### config.mk
export PLATFORM = sky130hd
export DESIGN_NAME = core_run_ctrl
export DESIGN_NICKNAME = d
export VERILOG_FILES = /design/src/rtl/core_run_ctrl.sv
export SDC_FILE = /design/constraint.sdc
export NUM_CORES = 1
export LEC_CHECK = 0
export CORE_ASPECT_RATIO = 1.75
export CORE_MARGIN = 3
export CORE_UTILIZATION = 35
export DETAILED_ROUTE_END_ITERATION = 10
export PLACE_DENSITY_LB_ADDON = 0.2
export RECOVER_POWER = 50
export SETUP_SLACK_MARGIN = 0.05
export SLEW_MARGIN = 20
export SYNTH_ARGS = -nofsm -noshare
export SYNTH_HDL_FRONTEND = slang
export SYNTH_SLANG_ARGS = --single-unit
### constraint.sdc
create_clock -name clk -period 4.6 [get_ports clk]
set_clock_uncertainty 0.05 [all_clocks]
set_input_delay 0.69 -clock clk [delete_from_list [all_inputs] [get_ports clk]]
set_output_delay 0.69 -clock clk [all_outputs]
set_load 0.005 [all_outputs]
### src/rtl/core_run_ctrl.sv
// -----------------------------------------------------------------------------
// core_run_ctrl
//
// Run sequencer for a single-cycle RV32I DataPath. It keeps the core in reset
// while a program is streamed into instruction memory over a valid/ready port.
// It then releases the core and counts executed cycles. The run ends on the
// halt idiom (beq x0,x0,0) or when the cycle budget is used up. Afterwards the
// core is frozen in reset again, so its register file and data memory can be
// inspected.
//
// Optional feature macro: CORE_RUN_CTRL_HALT_PC_EN
//   When defined, the block has an extra output halt_pc. It holds the core PC
//   of the RUN cycle in which the run ended.
//
// Ports
//   clk, reset       clock (rising edge) and asynchronous active-high reset
//   start            run request, honoured only in IDLE or DONE
//   prog_len         number of words to load (clamped to 2^IMEM_AW)
//   max_cycles       core cycle budget, sampled together with start
//   ld_valid/ld_data program word stream; ld_ready accepts a word
//   imem_we/_waddr/_wdata   instruction-memory write port
//   core_reset_n     drives DataPath.reset_n (high only while running)
//   core_pc          current core PC
//   core_instr       instruction the core is currently fetching
//   busy             high in LOAD or RUN
//   done             one-cycle pulse on entry to DONE
//   halted, timeout  how the last run ended
//   cycle_count      core cycles executed in the current or last run
//   halt_pc          (optional) PC at which the run ended
// -----------------------------------------------------------------------------
module core_run_ctrl #(
  parameter int unsigned IMEM_AW   = 6,
  parameter int unsigned CNT_W     = 16,
  parameter logic [31:0] HALT_INSN = 32'h0000_0063
) (
  input  logic               clk,
  input  logic               reset,
  input  logic               start,
  input  logic [IMEM_AW:0]   prog_len,
  input  logic [CNT_W-1:0]   max_cycles,
  input  logic               ld_valid,
  input  logic [31:0]        ld_data,
  output logic               ld_ready,
  output logic               imem_we,
  output logic [IMEM_AW-1:0] imem_waddr,
  output logic [31:0]        imem_wdata,
  output logic               core_reset_n,
  input  logic [31:0]        core_pc,
  input  logic [31:0]        core_instr,
  output logic               busy,
  output logic               done,
  output logic               halted,
  output logic               timeout,
  output logic [CNT_W-1:0]   cycle_count
`ifdef CORE_RUN_CTRL_HALT_PC_EN
  ,
  output logic [31:0]        halt_pc
`endif
);

  typedef enum logic [1:0] {
    S_IDLE,
    S_LOAD,
    S_RUN,
    S_DONE
  } state_t;

  localparam logic [IMEM_AW:0] DEPTH = {1'b1, {IMEM_AW{1'b0}}};

  state_t             state;
  logic [IMEM_AW:0]   len_q;
  logic [IMEM_AW:0]   ld_cnt;
  logic [IMEM_AW:0]   ld_cnt_nxt;
  logic [CNT_W-1:0]   max_q;
  logic [CNT_W-1:0]   cnt_inc;
  logic               hit_halt;
  logic               hit_budget;

  function automatic logic [IMEM_AW:0] clamp_len(input logic [IMEM_AW:0] n);
    return (n > DEPTH) ? DEPTH : n;
  endfunction

  function automatic logic [CNT_W-1:0] sat_inc(input logic [CNT_W-1:0] v);
    return (&v) ? v : v + CNT_W'(1);
  endfunction

  // The outputs are decoded straight from the state register. After an
  // asynchronous reset they drop to their idle values at once, and a write
  // that was in flight is cut off in the same cycle.
  assign ld_ready     = (state == S_LOAD);
  assign imem_we      = ld_valid & ld_ready;
  assign imem_waddr   = ld_cnt[IMEM_AW-1:0];
  assign imem_wdata   = ld_data;
  assign core_reset_n = (state == S_RUN);
  assign busy         = (state == S_LOAD) || (state == S_RUN);

  assign ld_cnt_nxt = ld_cnt + (IMEM_AW+1)'(1);

  // cnt_inc is the cycle count that includes the current RUN cycle. The
  // budget expires in the cycle that brings the count up to max_cycles, so a
  // timed-out run reports exactly max_cycles executed cycles. A budget of
  // zero expires on the very first RUN cycle.
  assign cnt_inc    = sat_inc(cycle_count);
  assign hit_halt   = (core_instr == HALT_INSN);
  assign hit_budget = (max_q == '0) || (cnt_inc == max_q);

`ifndef CORE_RUN_CTRL_HALT_PC_EN
  logic unused_core_pc;
  assign unused_core_pc = ^core_pc;
`endif

  always_ff @(posedge clk or posedge reset) begin
    if (reset) begin
      state       <= S_IDLE;
      len_q       <= '0;
      max_q       <= '0;
      ld_cnt      <= '0;
      done        <= 1'b0;
      halted      <= 1'b0;
      timeout     <= 1'b0;
      cycle_count <= '0;
`ifdef CORE_RUN_CTRL_HALT_PC_EN
      halt_pc     <= '0;
`endif
    end else begin
      done <= 1'b0;
      case (state)
        S_IDLE, S_DONE: begin
          if (start) begin
            len_q       <= clamp_len(prog_len);
            max_q       <= max_cycles;
            ld_cnt      <= '0;
            halted      <= 1'b0;
            timeout     <= 1'b0;
            cycle_count <= '0;
`ifdef CORE_RUN_CTRL_HALT_PC_EN
            halt_pc     <= '0;
`endif
            state       <= (prog_len == '0) ? S_RUN : S_LOAD;
          end
        end
        S_LOAD: begin
          if (ld_valid) begin
            ld_cnt <= ld_cnt_nxt;
            if (ld_cnt_nxt == len_q) begin
              state <= S_RUN;
            end
          end
        end
        S_RUN: begin
          cycle_count <= cnt_inc;
          // A halt takes precedence over a budget expiry in the same cycle.
          if (hit_halt) begin
            halted <= 1'b1;
            done   <= 1'b1;
            state  <= S_DONE;
`ifdef CORE_RUN_CTRL_HALT_PC_EN
            halt_pc <= core_pc;
`endif
          end else if (hit_budget) begin
            timeout <= 1'b1;
            done    <= 1'b1;
            state   <= S_DONE;
`ifdef CORE_RUN_CTRL_HALT_PC_EN
            halt_pc <= core_pc;
`endif
          end
        end
        default: state <= S_IDLE;
      endcase
    end
  end

endmodule

## Word level (Yosys, flattened, before mapping)

Index checks and enable logic that the tools add are counted.
W data, S select, Z words.

- Bits in registers: 51
- Input port bits: 123
- Output and inout bits: 61

- Add/subtract/negate cells: 2
- Order comparisons: 1
- Equality and inequality tests: 13
- Muxes and demuxes: 23
- Bitwise operators: 1
- Reduce and logical (&&, ||, !) cells: 15

Operators by type and width:

| operator | number |
|---|---|
| $eq A32 B7 Y1 const B | 1 |
| $mux W16 | 2 |
| $pmux W16 S2 | 1 |
| $mux W7 | 3 |
| $add A16 B1 Y16 const B | 1 |
| $eq A16 B16 Y1 | 1 |
| $logic_not A16 Y1 | 1 |
| $reduce_and A16 Y1 | 1 |
| $pmux W7 S2 | 1 |
| $mux W2 | 6 |
| $reduce_and A4 Y1 | 2 |
| $add A7 B1 Y7 const B | 1 |
| $eq A7 B7 Y1 | 1 |
| $gt A7 B7 Y1 const B | 1 |
| $logic_not A7 Y1 | 1 |
| $mux W1 | 7 |
| $ne A2 B1 Y1 const B | 3 |
| $ne A2 B2 Y1 const B | 3 |
| $pmux W2 S3 | 1 |
| $reduce_and A3 Y1 | 2 |
| $eq A2 B2 Y1 const B | 2 |
| $pmux W1 S2 | 2 |
| $reduce_and A2 Y1 | 2 |
| $reduce_bool A2 Y1 | 2 |
| 6 further kinds | 7 |

## Logic depth before layout (Yosys ltp)

- Depth after elaboration: 7
- Mapped depth: 10
- Depth with buffers taken out: 9

## Worst setup path before layout

No wires, ideal clock.

- Kind: flip-flop to flip-flop
- From: register cycle_count[0]
- To: register state[0]
- Arrival: 2.626 ns
- Path slack: 1.830 ns
- Stages on the path, launching flop included: 11
- Period minus slack after synthesis: 2.770 ns
- Cells stage by stage: dfrtp_1 ha_1 and3_1 clkbuf_1 nand2_1 nor2_1 a21oi_1 or4b_4 nor4_4 a211oi_2 a221oi_2

- Cells in the longest elaborated chain, start to end: 6

Ends and longest elaborated chain:

| element | line | text |
|---|---|---|
| start: declaration | 54 | `output logic [CNT_W-1:0] cycle_count` |
| start signal: assignment | 151 | `cycle_count <= cnt_inc;` |
| $add A16 B1 Y16 / $reduce_and A16 Y1 (equally long branches) | 84 | `return (&v) ? v : v + CNT_W'(1);` |
| $mux W16 * | 84 |  |
| $eq A16 B16 Y1 * | 105 | `assign hit_budget = (max_q == '0) \|\| (cnt_inc == max_q);` |
| $logic_or A1 B1 Y1 * | 105 |  |
| $ne A3 B1 Y1 (no line) * | n/a |  |
| $reduce_and A4 Y1 (no line) * | n/a |  |
| end signal: assignment | 139 | `state <= (prog_len == '0) ? S_RUN : S_LOAD;` |
| end: declaration | 70 | `state_t state;` |

Mark *: on every way between the ends. The rest lies on a longest branch, timed or not.
A chain may end at the register's enable or synchronous reset.

## Worst setup path in the final report

- From: register cycle_count[0]
- To: register state[1]

The elaborated chain is that of the path after synthesis.

==> impl_metrics.tcl <==
set metrics [dict create \
    status "complete, but fails checks" \
    violations "max-capacitance violations, max-slew violations" \
    rows 50 \
    synth_cell_types 66 \
    clock_sinks 51 \
    grtUsageTotal 0.200 \
    vdd_drop_max_v 0.000345 \
    whs_ns 0.459 \
    cts_tree "done" \
    min_period_ns 3.65 \
    grt_pass1_vias 3768 \
    final_core_util 0.439 \
    synth_edf_count 0 \
    worstReg2RegStart "cycle_count[0]" \
    fin_nets 620 \
    drv_cap 1 \
    slew_viol_final 31 \
    r2r_slack_ns 0.95 \
    routed_wl_um 12500 \
    die_area_um2 12600 \
    multiInputGateArea_um2 2220 \
    slew_headroom -0.122 \
    cts_setup_buffers 0 \
    hpwl_um 9630 \
    ant_nets 0 \
    ys_ff_latch 51 \
    synthCells 457 \
    avgSynthCellArea_um2 8.60 \
    min_to "len_q[5]" \
    rsz0062_at_grt "false" \
    ctsHoldBuffers 0 \
    grt_pass1_wl_um 19600 \
    hold_depth 2 \
    cts_root_buf "clkbuf_16" \
    htreeDepth 2 \
    timing.final.crit_share 0.794 \
    drt-pass1-iter-count 4 \
    cts_made_buffers 5 \
    endpoint_kind "flip-flop" \
    core_area_um2 10800 \
    fmax_mhz 274 \
    startpoint_type "flip-flop" \
    synthTopCellsByArea "dfrtp_1 (32%), buf_4 (7.3%), mux2_2 (4.9%)" \
    drt_iter0_drc 92 \
    vias_per_cell 5.71 \
    antenna_found_initial 0 \
    portBuffers 87 \
    finalPower_mw 2.29 \
    hp-start "len_q[5]" \
    num_vias 3555 \
    path_clk_slew_ns 0.07 \
    grt.overflow.total 0 \
    io_pins 184 \
    crit_type "flip-flop to flip-flop" \
    place_ws_ns 1.04 \
    rr_endpoint "state[1]" \
    tightestPinTransition_ns 1.68 \
    yosysTopAreaCell "dfrtp_1" \
    die_h_um 146 \
    grt_max_degree 33 \
    ys.flop_type "dfrtp_1" \
    hp-class "flip-flop to flip-flop" \
    power_density_nw_per_um2 482 \
    setup_ws_ns 0.950 \
    syn_nets 584 \
    final_area_um2 4750 \
    dp.cells 616 \
    area_delta_synth_final_pct 21.0 \
    yosysMostFrequentCell "dfrtp_1" \
    p_leak_nw 1.80 \
    stdcell_count 623 \
    reg2reg_depth 9 \
    drc_errors 0 \
    arrival_ns 3.76 \
    syn_area_um2 3930 \
    synth_top_area_frac 0.325 \
    hold_viol_final 0 \
    drive_gt1_frac 0.0832 \
    yosysWarnings 0 \
    critPathMaxFanout 9 \
    seq_area_um2 1280 \
    start_util 0.363 \
    cts_resized 0 \
    yosysSeqAreaShare 0.325 \
    die_w_um 86.1 \
    setup_viol 0 \
    clock_path_buffers 2 \
    fillCellCount 1091 \
    critPathRequiredTime_ns 4.71 \
    fin_tns_setup_ns 0 \
    clk_latency_ns 0.29 \
    ys_async_sr_fraction 1.00 \
    wl_per_cell_um 20.0 \
    placed_cell_area_um2 4600 \
    synth_common_cells "dfrtp_1 (51), nand2_1 (39), buf_4 (38)" \
    place_congestion 0.935 \
    n_antenna_cell 0 \
]
==> logic make-up (layout without fill, tap and decap cells) <==
family / count (synthesis) / in the layout / synth area share
buffers and inverters: 73 / 109 / 0.109
xor gates and xnor gates: 25 / 25 / 0.0557
and+or+nand+nor: 173 / 173 / 0.248
adders and majority gates: 4 / 4 / 0.0127
DFF: 51 / 51 / 0.325
AOI/OAI and AO/OA: 108 / 108 / 0.185
muxes: 23 / 23 / 0.0640
==> worst max path at each step <==
stage,startpoint,endpoint,slack (ns),cells past startpoint
3_3_place_gp,cycle_count[0],state[1],1.06,9
3_5_place_dp,cycle_count[0],state[1],1.04,9
2_1_floorplan,cycle_count[0],state[0],1.83,10
6_report,cycle_count[0],state[1],0.95,9
5_1_grt,cycle_count[0],state[0],0.79,9
4_1_cts,cycle_count[0],state[1],1.00,9
==> state kept, by name, summed over array words and instances, names as in the netlist <==
signal       cells
cycle_count     16
done             1
halted           1
ld_cnt           7
len_q            7
max_q           16
state            2
timeout          1
==> power breakdown <==
part	total [mW]	switching, mW	internal [mW]
clock network	0.420	0.166	0.254
registers	0.774	0.195	0.579
logic	1.10	0.591	0.505
total	2.29	0.952	1.34
==> cell type report <==
cell class | instances | area share
tap | 130 | 0.0342
multi-input combinational | 333 | 0.468
sequential | 51 | 0.268
clock buffer | 6 | 0.0271
timing repair buffer | 89 | 0.186
clock inverter | 1 | 0.00632
inverter | 13 | 0.0103
==> worst max-delay path, cell delays in order (launching register included) <==
cell	delay, ns
dfrtp_1	0.51
ha_1	0.37
nand3_1	0.32
nor2_1	0.40
nand2_1	0.33
a211oi_1	0.34
or3b_2	0.48
nor4_1	0.40
a211o_1	0.26
a221oi_2	0.07
==> routing by layer <==
metal  up-vias  global-route usage  part of all wire
met3        38              0.0305             0.041
met4         0               0.118             0.053
met1      1694               0.203              0.36
li1       1711                   -                 -
met5         -                   0                 0
met2       112               0.372              0.54
==> placed cells by master, fill, tap and decap left out, types with 4 or more instances in the layout <==
cell type        netlist  routed
nor4_1                13      13
dfrtp_1               51      51
xnor2_1               16      16
nor4b_1                4       4
nand2b_1               8       8
mux2_2                17      17
nor3_1                10      10
xor2_1                 9       9
a21oi_1               21      21
o31ai_1                5       5
nand3_1               17      17
o21ai_0               31      31
nand4_1               11      11
nand2_1               39      39
o41ai_1                4       4
and2_1                 4       4
nor2_1                34      34
inv_1                 13      13
mux2i_1                6       6
a22o_1                 6       6
clkdlybuf4s50_1        0      86
a31oi_1                6       6
nor2b_1                8       8
ha_1                   4       4
clkbuf_16              0       5
Power figures use the tool's default switching activity.
